File: config.mk
export PLATFORM = sky130hd
export DESIGN_NAME = cavlc_coeff_scan_buffer
export DESIGN_NICKNAME = d
export VERILOG_FILES = /design/src/rtl/cavlc_pkg.sv /design/src/rtl/cavlc_block_stats.sv /design/src/rtl/cavlc_coeff_scan_buffer.sv
export SDC_FILE = /design/constraint.sdc
export NUM_CORES = 1
export LEC_CHECK = 0
export BUFFER_PORTS_ARGS = -buffer_cell sky130_fd_sc_hd__buf_2
export CORE_MARGIN = 2
export CORE_UTILIZATION = 35
export DETAILED_ROUTE_END_ITERATION = 10
export GPL_ROUTABILITY_DRIVEN = 0
export SETUP_SLACK_MARGIN = 0.1
export SLEW_MARGIN = 25
export SYNTH_ARGS = -nofsm -noshare
export SYNTH_HDL_FRONTEND = slang
export SYNTH_SLANG_ARGS = --single-unit
File: constraint.sdc
create_clock -name clk -period 38.9 [get_ports clk]
set_input_delay 7.78 -clock clk [delete_from_list [all_inputs] [get_ports clk]]
set_output_delay 7.78 -clock clk [all_outputs]
set_load 0.02 [all_outputs]
File: src/rtl/cavlc_pkg.sv
// rtl/cavlc_pkg.sv - shared zigzag table, block constants and stats type for the CAVLC scan buffer
package cavlc_pkg;

  localparam int BLK_COEFFS = 16;

  // Zigzag position -> raster index (r*4+c) for a 4x4 block
  localparam logic [3:0] ZZ_TO_RASTER [BLK_COEFFS] = '{
    4'd0, 4'd1, 4'd4, 4'd8, 4'd5, 4'd2, 4'd3, 4'd6,
    4'd9, 4'd12, 4'd13, 4'd10, 4'd7, 4'd11, 4'd14, 4'd15
  };

  typedef struct packed {
    logic [4:0] total_coeff;
    logic [1:0] trailing_ones;
  } blk_stats_t;

  function automatic logic [3:0] zz2raster(input logic [3:0] pos);
    return ZZ_TO_RASTER[pos];
  endfunction

endpackage

File: src/rtl/cavlc_block_stats.sv
// rtl/cavlc_block_stats.sv - combinational total_coeff / trailing_ones of one 4x4 block
// Ports:
//   block : 16 raster coefficients, element r*4+c at [(r*4+c)*COEFF_W +: COEFF_W]
//   stats : total_coeff (nonzero count, 0..16) and trailing_ones (0..3)
module cavlc_block_stats
  import cavlc_pkg::*;
#(
  parameter int COEFF_W = 8
) (
  input  logic [BLK_COEFFS*COEFF_W-1:0] block,
  output blk_stats_t                    stats
);

  localparam logic signed [COEFF_W-1:0] PLUS_ONE  = COEFF_W'(1);
  localparam logic signed [COEFF_W-1:0] MINUS_ONE = '1;

  logic [4:0]                nz;
  logic [1:0]                t1;
  logic                      stop;
  logic signed [COEFF_W-1:0] v;

  // Walk from the highest zigzag position down; zeros are skipped for the
  // trailing-ones run, which ends at the first magnitude above one.
  always_comb begin
    nz   = '0;
    t1   = '0;
    stop = 1'b0;
    v    = '0;
    for (int p = BLK_COEFFS - 1; p >= 0; p--) begin
      v = block[int'(zz2raster(4'(p)))*COEFF_W +: COEFF_W];
      if (v != '0) begin
        nz = nz + 5'd1;
        if (!stop) begin
          if (v == PLUS_ONE || v == MINUS_ONE) begin
            if (t1 != 2'd3) t1 = t1 + 2'd1;
          end else begin
            stop = 1'b1;
          end
        end
      end
    end
    stats.total_coeff   = nz;
    stats.trailing_ones = t1;
  end

endmodule

File: src/rtl/cavlc_coeff_scan_buffer.sv
// rtl/cavlc_coeff_scan_buffer.sv - multi-bank 4x4 block store streaming coefficients in zigzag order
// Ports:
//   clk, rst          : clock, synchronous active-high reset
//   in_valid/in_ready : whole-block load handshake; in_ready while a bank is free
//   in_block          : 16 raster coefficients; in_scan_rev selects high-to-low zigzag
//   out_valid/out_ready : per-coefficient handshake towards the CAVLC core
//   out_coeff, out_idx  : coefficient and its zigzag position
//   out_first, out_last : first / final beat of a block
//   occupancy           : number of full banks
// Optional (macro CAVLC_SCAN_STATS_EN): out_total_coeff, out_trailing_ones per block.
module cavlc_coeff_scan_buffer
  import cavlc_pkg::*;
#(
  parameter int COEFF_W = 8,
  parameter int BANKS   = 2,
  parameter int CNT_W   = $clog2(BANKS + 1)
) (
  input  logic                          clk,
  input  logic                          rst,
  input  logic                          in_valid,
  output logic                          in_ready,
  input  logic [BLK_COEFFS*COEFF_W-1:0] in_block,
  input  logic                          in_scan_rev,
  output logic                          out_valid,
  input  logic                          out_ready,
  output logic signed [COEFF_W-1:0]     out_coeff,
  output logic [3:0]                    out_idx,
  output logic                          out_first,
  output logic                          out_last,
  output logic [CNT_W-1:0]              occupancy
`ifdef CAVLC_SCAN_STATS_EN
  ,
  output logic [4:0]                    out_total_coeff,
  output logic [1:0]                    out_trailing_ones
`endif
);

  localparam int PTR_W = $clog2(BANKS);

  logic [BLK_COEFFS*COEFF_W-1:0] bank [BANKS];
  logic [BANKS-1:0]              rev;
  logic [PTR_W-1:0]              wr_ptr;
  logic [PTR_W-1:0]              rd_ptr;
  logic [CNT_W-1:0]              count;
  logic [3:0]                    beat;
  logic [3:0]                    pos;
  logic [3:0]                    raster;
  logic                          load;
  logic                          beat_fire;
  logic                          pop_last;

  // Ready depends only on registered count, so there is no path from
  // out_ready to in_ready.
  assign in_ready  = (count != CNT_W'(BANKS));
  assign out_valid = (count != '0);
  assign occupancy = count;

  assign load      = in_valid && in_ready;
  assign beat_fire = out_valid && out_ready;
  assign pop_last  = beat_fire && (beat == 4'd15);

  assign pos    = rev[rd_ptr] ? (4'd15 - beat) : beat;
  assign raster = zz2raster(pos);

  always_comb begin
    out_coeff = '0;
    out_idx   = '0;
    out_first = 1'b0;
    out_last  = 1'b0;
    if (out_valid) begin
      out_coeff = bank[rd_ptr][int'(raster)*COEFF_W +: COEFF_W];
      out_idx   = pos;
      out_first = (beat == 4'd0);
      out_last  = (beat == 4'd15);
    end
  end

  always_ff @(posedge clk) begin
    if (rst) begin
      wr_ptr <= '0;
      rd_ptr <= '0;
      count  <= '0;
      beat   <= '0;
    end else begin
      if (load) wr_ptr <= wr_ptr + PTR_W'(1);
      if (beat_fire) beat <= pop_last ? 4'd0 : beat + 4'd1;
      if (pop_last) rd_ptr <= rd_ptr + PTR_W'(1);
      case ({load, pop_last})
        2'b10:   count <= count + CNT_W'(1);
        2'b01:   count <= count - CNT_W'(1);
        default: count <= count;
      endcase
    end
  end

  // Bank payload is not reset; it is only meaningful while counted as full.
  always_ff @(posedge clk) begin
    if (load && !rst) begin
      bank[wr_ptr] <= in_block;
      rev[wr_ptr]  <= in_scan_rev;
    end
  end

`ifdef CAVLC_SCAN_STATS_EN
  blk_stats_t load_stats;
  blk_stats_t stats_mem [BANKS];

  cavlc_block_stats #(
    .COEFF_W (COEFF_W)
  ) u_stats (
    .block (in_block),
    .stats (load_stats)
  );

  always_ff @(posedge clk) begin
    if (load && !rst) stats_mem[wr_ptr] <= load_stats;
  end

  assign out_total_coeff   = out_valid ? stats_mem[rd_ptr].total_coeff   : 5'd0;
  assign out_trailing_ones = out_valid ? stats_mem[rd_ptr].trailing_ones : 2'd0;
`endif

endmodule

==> out/results.tsv <==
metric	value	unit
status	completed	
ys_types	52	
antenna_found_initial	0	
setup_slack	26.59	ns
synth_top_area_frac	0.614	
overflow	0	
ff2ff_setup_slack	36.54	ns
synthArstFlopShare	0	
cp_cell_sequence	buf_4, inv_1, ha_1, a2111oi_4, nand4bb_1, or4_1, nand4_1, buf_2	
cp_max_fo	70	
fp-row-count	69	
cp_top_family	buffers and inverters	
routed.top_layer	met4	
period_minus_slack	12.31	ns
powerDensity	45.6	mW/mm^2
slowest_stage	or4_1	
crit_buf_inv	3	
finalHoldViolCount	0	
yosysMostFrequentCell	edfxtp_1	
wl_met3	2.37	mm
syn-instance-count	927	
htreeDepth	1	
final_core_util	0.417	
dr.first_iter.drc_count	848	
p_leak	4.94	nW
wl_met2	16.0	mm
dr.pass1.iters	5	
ir_drop	0.0300	mV
place_ws	27.31	ns
critical_path_arrival	4.53	ns
path_clk_slew	0.06	ns
io_pins	151	
synth_top_flop_cell	edfxtp_1	
critPathKind	reg -> out	
seqCellArea	0.00793	mm^2
synth_seq_area_share	0.628	
critPathRequiredTime	31.12	ns
multi_input_area	0.00444	mm^2
hold_class	reg -> reg	
grt_usage	0.179	
drtAntennaViolNets	0	
period_share	0.317	
drcViolationCount	0	
cts_sinks	267	
fmax	81.2	MHz
dieArea	0.0376	mm^2
finalSetupTns	0	ns
setup_viol	0	
synth_nets	1063	
grt_max_degree	78	
synth_edf_count	258	
fillerInstances	3326	
start_util	0.355	
synthTopCellsByArea	edfxtp_1 61%, mux2i_1 7.9%, mux4_2 4.1%, a21oi_1 3.4%, o21ai_0 2.5%	
slew_violations	0	
ctsRootBufferMaster	clkbuf_16	
yosys_warnings	0	
core	0.0356	mm^2
cts.repair.resized	0	
drive_gt1_frac	0.260	
skew	0.0194	ns
yosys.area.top_type	edfxtp_1	
cts_made_buffers	29	
critPathLaunchType	flip-flop	
slowest_delay	0.64	ns
vias	8627	
worst_pin_slew	0.987	ns
rsz0062_at_grt	false	
syn_area	0.0126	mm^2
cts_hold_buf	0	
hpwl	23.6	mm
die_width	194	um
avgSynthCellArea	13.6	um^2
ys_ff_latch	267	
slew-limit-headroom	0.337	
ys_top_cells_by_count	258 x edfxtp_1, 100 x mux2i_1, 86 x a21oi_1	
via_per_inst	5.57	
cts_tree	built	
port_buffers	150	
wl_per_cell	22.2	um
syn2layout_area_growth	17.7	%
max_cap_violations	0	
clk_latency	0.56	ns
finalNetCount	1199	
cts_setup_buffers	0	
routed_wl	34.4	mm
die_height	194	um
grt_pass1_vias	8540	
grt_pass1_wl	52.1	mm
wl_met1	14.8	mm
cts_buffer_depth	3	
cp-end-kind	output pin	
-- metal layers --
metal,track usage,vias to the layer above
li1,-,3964
met1,0.250,4244
met2,0.282,352
met3,0.0289,67
met4,0.0710,0
met5,0,-
-- layout make-up --
cell class | instances | share of cell area
Tap cell | 461 | 0.0389
Timing Repair Buffer | 168 | 0.0613
Inverter | 11 | 0.00278
Clock buffer | 34 | 0.0502
Clock inverter | 19 | 0.0131
Multi-Input combinational cell | 586 | 0.299
Antenna cell | 2 | 0.000337
Sequential cell | 267 | 0.534
-- per-stage QoR --
step	instance area [um^2]	instances	hold slack, ns	power (mW)
2_1_floorplan	12600	927	0.494	0.385
3_3_place_gp	13900	1492	0.519	0.410
3_5_place_dp	13900	1492	0.531	0.411
4_1_cts	14800	1545	0.542	0.683
5_1_grt	14800	1546	0.589	0.702
6_report	14800	1548	0.532	0.676
-- cell families after synthesis --
group                    synth area share
buffers and inverters              0.0247
AND/OR/NAND/NOR                    0.0744
adder cells (fa/ha/maj)           0.00298
XOR/XNOR                          0.00486
AO/OA/AOI/OAI                       0.117
multiplexers                        0.147
flip-flops                          0.628
-- final timing paths --
path	endpoint	depth (start not counted)	startpoint
max	out_coeff[6]	8	beat[0]
min	occupancy[1]	2	occupancy[1]
max reg2reg	occupancy[1]	7	beat[0]
min reg2reg	occupancy[1]	2	occupancy[1]
-- worst reg2reg max path: stages (launching register included) --
cell     delay [ns]
dfxtp_2        0.31
buf_4          0.54
ha_1           0.32
nand2_1        0.10
nor2_1         0.23
ha_1           0.31
or3_1          0.35
a21oi_1        0.14
-- layout by cell type, fill, tap and decap left out, types with 28 or more instances in the layout --
cell type	netlist	final
edfxtp_1	258	258
mux2i_1	100	96
a22oi_1	29	29
mux2_2	28	28
a21oi_1	86	85
nor2_1	47	46
buf_2	24	150
nor3_1	33	32
o21ai_0	64	64
nand2_1	29	29
clkbuf_16	0	29
-- report_power, final --
| group | internal (mW) | switching [mW] |
|---|---|---|
| Sequential | 0.331 | 0.00366 |
| Clock | 0.162 | 0.108 |
| Combinational | 0.0244 | 0.0473 |
-- state kept, by name, summed over array words and instances, names as in the netlist, named ones only --
name       cells
bank         256
beat           4
occupancy      2
rev            2
rd_ptr         1
wr_ptr         1
No activity file was read; power rests on OpenSTA's default activity.
